### config.mk
export PLATFORM = sky130hd
export DESIGN_NAME = add_mul_credit_buffer
export DESIGN_NICKNAME = d
export VERILOG_FILES = /design/src/rtl/add_mul_pkg.sv /design/src/rtl/add_mul_result_fifo.sv /design/src/rtl/add_mul_credit_buffer.sv
export SDC_FILE = /design/constraint.sdc
export NUM_CORES = 1
export LEC_CHECK = 0
export ABC_AREA = 1
export CAP_MARGIN = 20
export CELL_PAD_IN_SITES_DETAIL_PLACEMENT = 1
export CELL_PAD_IN_SITES_GLOBAL_PLACEMENT = 2
export CORE_MARGIN = 2
export CORE_UTILIZATION = 36
export CTS_CLUSTER_DIAMETER = 60
export DETAILED_ROUTE_END_ITERATION = 6
export GPL_TIMING_DRIVEN = 0
export MAX_ROUTING_LAYER = met4
export PLACE_DENSITY_LB_ADDON = 0.1
export SLEW_MARGIN = 5
export SYNTH_ARGS = -nofsm -noshare
export SYNTH_HDL_FRONTEND = slang
export SYNTH_SLANG_ARGS = --single-unit
### constraint.sdc
create_clock -name clk -period 2.2 [get_ports clk]
set_input_delay 0.22 -clock clk [delete_from_list [all_inputs] [get_ports clk]]
set_output_delay 0.22 -clock clk [all_outputs]
set_load 0.02 [all_outputs]
### src/rtl/add_mul_pkg.sv
// Shared definitions for the add_mul pipeline and its downstream credit buffer.
package add_mul_pkg;

  localparam int unsigned ADD_MUL_DATA_W  = 32;
  localparam int unsigned ADD_MUL_LATENCY = 3;

  typedef logic [ADD_MUL_DATA_W-1:0] add_mul_result_t;

endpackage

### src/rtl/add_mul_result_fifo.sv
// Circular result buffer: synchronous write, registered read/write pointers and occupancy count.
module add_mul_result_fifo
  import add_mul_pkg::*;
#(
  parameter  int unsigned DATA_W = ADD_MUL_DATA_W,
  parameter  int unsigned DEPTH  = 8,
  localparam int unsigned PW     = $clog2(DEPTH),
  localparam int unsigned CW     = $clog2(DEPTH + 1)
) (
  input  logic              clk,
  input  logic              rst_n,
  input  logic              wr_en_i,
  input  logic [DATA_W-1:0] wr_data_i,
  input  logic              pop_i,
  output logic [DATA_W-1:0] head_o,
  output logic [CW-1:0]     count_o
);

  logic [DATA_W-1:0] mem_q [DEPTH];
  logic [PW-1:0]     wr_ptr_q, wr_ptr_d;
  logic [PW-1:0]     rd_ptr_q, rd_ptr_d;
  logic [CW-1:0]     count_q, count_d;
  logic              pop;

  assign pop     = pop_i & (count_q != '0);
  assign head_o  = mem_q[rd_ptr_q];
  assign count_o = count_q;

  // Explicit wrap so non-power-of-two depths index correctly.
  always_comb begin
    wr_ptr_d = wr_ptr_q;
    rd_ptr_d = rd_ptr_q;
    count_d  = count_q;
    if (wr_en_i) begin
      wr_ptr_d = (wr_ptr_q == PW'(DEPTH - 1)) ? '0 : wr_ptr_q + PW'(1);
    end
    if (pop) begin
      rd_ptr_d = (rd_ptr_q == PW'(DEPTH - 1)) ? '0 : rd_ptr_q + PW'(1);
    end
    case ({wr_en_i, pop})
      2'b10:   count_d = count_q + CW'(1);
      2'b01:   count_d = count_q - CW'(1);
      default: count_d = count_q;
    endcase
  end

  always_ff @(posedge clk or negedge rst_n) begin
    if (!rst_n) begin
      wr_ptr_q <= '0;
      rd_ptr_q <= '0;
      count_q  <= '0;
    end else begin
      wr_ptr_q <= wr_ptr_d;
      rd_ptr_q <= rd_ptr_d;
      count_q  <= count_d;
    end
  end

  // Storage is cleared on reset so the head reads zero while in reset.
  always_ff @(posedge clk or negedge rst_n) begin
    if (!rst_n) begin
      for (int unsigned i = 0; i < DEPTH; i++) begin
        mem_q[i] <= '0;
      end
    end else if (wr_en_i) begin
      mem_q[wr_ptr_q] <= wr_data_i;
    end
  end

endmodule

### src/rtl/add_mul_credit_buffer.sv
// Credit-throttled capture buffer behind the fixed-latency add_mul pipeline.
// Optional high-water-mark port enabled by defining ADD_MUL_CREDIT_BUF_HWM_EN.
module add_mul_credit_buffer
  import add_mul_pkg::*;
#(
  parameter  int unsigned DATA_W  = ADD_MUL_DATA_W,
  parameter  int unsigned LATENCY = ADD_MUL_LATENCY,
  parameter  int unsigned DEPTH   = 8,
  localparam int unsigned CW      = $clog2(DEPTH + 1)
) (
  input  logic              clk,
  input  logic              rst_n,
  input  logic              in_valid,
  output logic              in_ready,
  input  logic [DATA_W-1:0] pipe_out,
  output logic              out_valid,
  input  logic              out_ready,
  output logic [DATA_W-1:0] out_data
`ifdef ADD_MUL_CREDIT_BUF_HWM_EN
  ,
  output logic [CW-1:0]     hwm
`endif
);

  logic [LATENCY-1:0] vld_q, vld_d;
  logic [CW-1:0]      credits_q, credits_d;
  logic [CW-1:0]      fifo_count;
  logic               in_fire;
  logic               out_fire;
  logic               capture;

  // in_ready depends only on registered credits: no path from out_ready/in_valid.
  assign in_ready  = (credits_q != '0);
  assign in_fire   = in_valid & in_ready;
  assign out_valid = (fifo_count != '0);
  assign out_fire  = out_valid & out_ready;
  assign capture   = vld_q[LATENCY-1];

  always_comb begin
    vld_d    = '0;
    vld_d[0] = in_fire;
    for (int unsigned i = 1; i < LATENCY; i++) begin
      vld_d[i] = vld_q[i-1];
    end
  end

  always_comb begin
    credits_d = credits_q;
    case ({in_fire, out_fire})
      2'b10:   credits_d = credits_q - CW'(1);
      2'b01:   credits_d = credits_q + CW'(1);
      default: credits_d = credits_q;
    endcase
  end

  always_ff @(posedge clk or negedge rst_n) begin
    if (!rst_n) begin
      vld_q     <= '0;
      credits_q <= CW'(DEPTH);
    end else begin
      vld_q     <= vld_d;
      credits_q <= credits_d;
    end
  end

  add_mul_result_fifo #(
    .DATA_W (DATA_W),
    .DEPTH  (DEPTH)
  ) u_fifo (
    .clk       (clk),
    .rst_n     (rst_n),
    .wr_en_i   (capture),
    .wr_data_i (pipe_out),
    .pop_i     (out_fire),
    .head_o    (out_data),
    .count_o   (fifo_count)
  );

`ifdef ADD_MUL_CREDIT_BUF_HWM_EN
  logic [CW-1:0] hwm_q;

  always_ff @(posedge clk or negedge rst_n) begin
    if (!rst_n) begin
      hwm_q <= '0;
    end else if (fifo_count > hwm_q) begin
      hwm_q <= fifo_count;
    end
  end

  assign hwm = hwm_q;
`endif

endmodule

## Word-level counts from Yosys, hierarchy flattened

Cells that the tools add are included.

- Flip-flop bits (word level): 273
- Output and inout port bits: 34

- $add $sub $neg: 6
- Magnitude comparators: 3
- Equal/unequal tests: 6
- Muxes and demuxes: 10
- Bitwise operators: 5
- Reductions and logical operators: 5

Operators by type and width:

| operator | count |
|---|---|
| $bwmux 256 | 1 |
| $bmux 32 s3 | 1 |
| $demux 32 s3 | 1 |
| $mux 32 | 3 |
| $pmux 4 s2 | 2 |
| $add 4x1->4 const B | 2 |
| $ge 4x4->1 const B | 2 |
| $not 3->4 | 2 |
| $reduce_bool 4->1 | 2 |
| $sub 4x1->4 const B | 2 |
| $add 3x1->3 const B | 2 |
| $eq 3x3->1 const B | 2 |
| $mux 3 | 2 |
| $eq 2x1->1 const B | 2 |
| $eq 2x2->1 const B | 2 |
| $lt 4x1->1 const B | 1 |
| $reduce_bool 2->1 | 2 |
| $and 1x1->1 | 3 |
| $logic_and 1x1->1 | 1 |

## Longest topological paths before layout

- Depth after elaboration: 6
- Depth in mapped cells: 13
- Gate-level depth less buffers: 13

## Hierarchy

Synthesis repeated with hierarchy kept, for this count alone.

- Cells, all modules: 1508
- Area, all modules: 12263.0 um^2

Modules (own cells, without submodules):

| module | instances | cells each | area an instance (um^2) | sequential area each (um^2) |
|---|---|---|---|---|
| add_mul_result_fifo | 1 | 1461 | 11870.1 | 6656.4 |
| add_mul_credit_buffer | 1 | 47 | 392.9 | 176.4 |

## Worst setup path before layout

Ideal clock, no wire load.

- Path kind: reg2reg
- From: register u_fifo.count_q[1] (netlist: u_fifo.count_o[1])
- To: register credits_q[3]
- Library setup time: 0.060 ns
- Arrival: 1.913 ns
- Data required time: 2.140 ns
- Slack: 0.227 ns
- Cell stages (with the launch flop): 14
- Clock period less this slack: 1.973 ns
- Cell sequence: dfrtp_1 nor2_1 nand2_1 nand2_1 inv_1 ha_1 inv_1 ha_1 nand2_1 nand2_1 nor2_1 xnor2_1 nand2_1 nand2_1

- Longest elaborated chain between the ends: 4

Ends and longest elaborated chain:

| element | RTL line | text |
|---|---|---|
| from (decl) | add_mul_result_fifo.sv:22 | `logic [CW-1:0] count_q, count_d;` |
| from (signal assigned) | add_mul_result_fifo.sv:55 | `count_q <= count_d;` |
| $reduce_bool 4->1 * | add_mul_credit_buffer.sv:35 | `assign out_valid = (fifo_count != '0);` |
| via out_valid | add_mul_credit_buffer.sv:16 | `output logic out_valid,` |
| $and 1x1->1 * | add_mul_credit_buffer.sv:36 | `assign out_fire = out_valid & out_ready;` |
| $eq 2x1->1 / $eq 2x2->1 (equally long branches) | add_mul_credit_buffer.sv:49 | `case ({in_fire, out_fire})` |
| $pmux 4 s2 / $reduce_bool 2->1 (equally long branches) | -- |  |
| to (signal assigned) | add_mul_credit_buffer.sv:59 | `credits_q <= CW'(DEPTH);` |
| to (signal assigned) | add_mul_credit_buffer.sv:62 | `credits_q <= credits_d;` |
| to (decl) | add_mul_credit_buffer.sv:26 | `logic [CW-1:0] credits_q, credits_d;` |

Mark *: on every way through the listed nets, which the timed path passes. The rest lies on a longest branch.
A chain may end at the register's enable or synchronous reset.

## Worst setup path in the final report

- From: register u_fifo.rd_ptr_q[0]
- To: output port out_data[0]

- Longest elaborated chain between the ends: 4

Ends and longest elaborated chain:

| element | RTL line | text |
|---|---|---|
| from (decl) | add_mul_result_fifo.sv:21 | `logic [PW-1:0] rd_ptr_q, rd_ptr_d;` |
| from (signal assigned) | add_mul_result_fifo.sv:54 | `rd_ptr_q <= rd_ptr_d;` |
| $not 3->4 (not written as such) | add_mul_result_fifo.sv:26 | `assign head_o = mem_q[rd_ptr_q];` |
| $bmux 32 s3 | add_mul_result_fifo.sv:26 |  |
| $mux 32 (not written as such) (2 in series) | add_mul_result_fifo.sv:26 |  |
| to (decl) | add_mul_credit_buffer.sv:18 | `output logic [DATA_W-1:0] out_data` |

No other way between the ends. The select of a mux whose other input is x is not followed.

==> metrics.txt <==
GRT Total Usage 25.3%; # H-tree levels 2; total grt overflow 0; routed vias/inst 5.20; critical path arrival 2.06 ns; pwr dens 1770 nW/µm²; first drt pass iteration count 5; n_diodes 0; layout cells sized above 1 15.1%; initial antenna violation count 0; Static Leakage 7.16 nW; Root Buffer clkbuf_16; relative slew slack 43.4%; max-slew violations 0; Die Width 190 µm; VDD IR-drop max 0.753 mV; Least-Margin Pin Slew 0.849 ns; Final WS setup -0.0769 ns; # DRC 0; failing checks setup timing; post-route ant nets 0; Worst setup EP type primary output; io pins 70; final wirelength 43,100 µm; fmax 0.439 GHz; Synth Warn # 0; Max-Cap Viols 0; final setup vio count 13; die area 36,000 µm²; highest net fanout along the worst path 6; min Tclk post-route 2.28 ns; HP Class input pin to register; first-pass GRT wire length 67,200 µm; Cells after Synth 1,499; Clock Pin Slew Worst Setup and Hold Paths 0.06 ns; Port Buffers 69; CP Class register to primary output; Initial Utilization 36.8%; CTS sink count 273; CTS buffer count 34; outcome finished, violations left; core footprint 33,700 µm²; DR WL/cell 20.7 µm; Die Span Y 190 µm; fillcell total 4,017; Layout area overhead 24.9%; vias in the first global route 11.3k; sequential area share after synthesis 55.1%; clk_skew 0.0127 ns; DR iter-0 viols 635; post-layout util 46.0%; Total Nets Final 1,662; GPL Wtd Cong 0.812; period utilization 103%; largest net degree at the start of global routing 108; Synth Net Count 1,546; RSZ-0062 raised after global routing yes; setup TNS -0.427 ns; cell row count 67; Req. time, crit path 1.98 ns; Avg Cell Area, Syn 8.27 µm²; post-detail-place hpwl 28,400 µm; #FFs+latches synth 273; Skew-Pair Late Insertion Delay 0.51 ns; Final Hold Viols 0; Yosys cell types 25; CTS tree done; area of the mapped netlist 12,400 µm²; Vias 10.9k; CP startpoint kind register; clk buf depth 3
==> through the flow <==
step,total power [mW],hold slack (ns),instance area (µm²),setup WS (ns),cells
floorplan,15.7,-0.0756,12400,0.227,1499
global placement,20.0,0.333,13700,-11.82,2016
detailed placement,20.3,0.290,13700,-0.549,2018
CTS,26.8,0.295,15200,-0.0511,2083
global route,29.6,0.321,15500,-0.136,2088
finish,27.5,0.299,15500,-0.0769,2088
==> report_power, final <==
group          total [mW]  switching, mW  internal, mW  leakage (nW)
logic                12.7           7.72          5.00          3.35
registers            8.98           1.45          7.53          3.24
clock network        5.79           2.17          3.62         0.573
total                27.5           11.3          16.1          7.16
==> synth_stat cells, drive strengths merged <==
| library cell | n | area (µm²) |
|---|---|---|
| ha | 10 | 125 |
| xnor2 | 5 | 43.8 |
| clkbuf | 57 | 234 |
| fa | 1 | 20.0 |
| dfrtp | 272 | 6810 |
| nor2 | 239 | 905 |
| inv | 53 | 199 |
| nand2 | 353 | 1340 |
| nand3 | 6 | 35.0 |
| buf | 40 | 233 |
| a21oi | 33 | 270 |
| xor2 | 2 | 17.5 |
| o21ai | 426 | 2130 |
| nor3 | 1 | 16.3 |
| dfstp | 1 | 26.3 |
==> placed cells by master (no fill, tap or decap), types with 6 or more instances in the layout <==
cell	count
a21oi_2	28
buf_12	6
buf_2	23
buf_4	18
buf_6	29
buf_8	6
clkbuf_1	40
clkbuf_16	43
clkbuf_4	7
clkbuf_8	15
clkdlybuf4s50_1	36
dfrtp_1	270
ha_1	10
inv_1	47
inv_2	6
nand2_1	338
nand2_2	14
nor2_1	213
nor2_2	15
nor2_4	11
o21ai_0	328
o21ai_1	92
o21ai_2	6
==> worst paths after layout <==
| kind | slack (ns) | cells past startpoint | from | end |
|---|---|---|---|---|
| worst max-delay path | -0.08 | 10 | u_fifo.rd_ptr_q[0]$_DFFE_PN0N_ | out_data[0] |
| worst min-delay path | 0.30 | 3 | in_valid | vld_q[0]$_DFF_PN0_ |
| worst max register to register | 0.22 | 13 | u_fifo.count_o[1]$_DFFE_PN0P_ | credits_q[3]$_DFFE_PN1P_ |
| worst min register to register | 0.35 | 0 | vld_q[1]$_DFF_PN0_ | vld_q[2]$_DFF_PN0_ |
| max in group asynchronous | 0.85 | 3 | rst_n | u_fifo.rd_ptr_q[0]$_DFFE_PN0N_ |
| min in group asynchronous | 0.33 | 2 | rst_n | u_fifo.mem_q[202]$_DFFE_PN0P_ |
==> flip-flops by register name (all words and copies together) (netlist names) <==
register,flops
vld_q,3
u_fifo.mem_q,256
credits_q,4
u_fifo.count_o,4
u_fifo.wr_ptr_q,3
u_fifo.rd_ptr_q,3
==> routing by layer <==
layer / wire length, µm / vias to the layer above / track usage [%]
met2: 20200 / 218 / 40.2
met5: 0 / - / -
met3: 1570 / 47 / 2.62
li1: - / 5127 / -
met1: 20700 / 5466 / 35.3
met4: 680 / 0 / 5.22
==> area by class of cell <==
type                    count  area [µm²]  area share (%)
clock buffers              53        1050            6.75
clock inverters             8         115           0.743
flip-flops and latches    273        6840            44.1
multi-input cells        1076        5070            32.7
inverters                  53         199            1.28
plain buffers              97         821            5.30
repair buffers             80         851            5.49
well taps                 448         561            3.62
==> kinds of logic after synthesis <==
kind of cell	count (synthesis)	synth area share, %
buf+inv	150	5.37
fa+ha+maj	11	1.17
compound gates	459	19.4
xor+xnor	7	0.494
simple gates	599	18.5
flops	273	55.1
==> repair_timing <==
| action | 4_1_cts | 5_1_grt |
|---|---|---|
| pin swaps | 1 | 26 |
| hold buffers | 1 | 0 |
| hold endpoints to repair | 80 | 0 |
| setup endpoints to repair | 33 | 33 |
| cloned | 1 | 3 |
| setup buffers | 2 | 2 |
| gates resized for setup | 299 | 100 |
==> critical path, cell delays in order (launching register included) <==
cell and delay [ns]:
dfrtp_2 0.46, buf_8 0.17, buf_12 0.15, clkbuf_16 0.17
nor2_2 0.10, nor2_1 0.04, o21ai_1 0.10, o21ai_1 0.09
nand2_1 0.07, nand2_2 0.06, buf_6 0.13
Power figures use the tool's default switching activity.
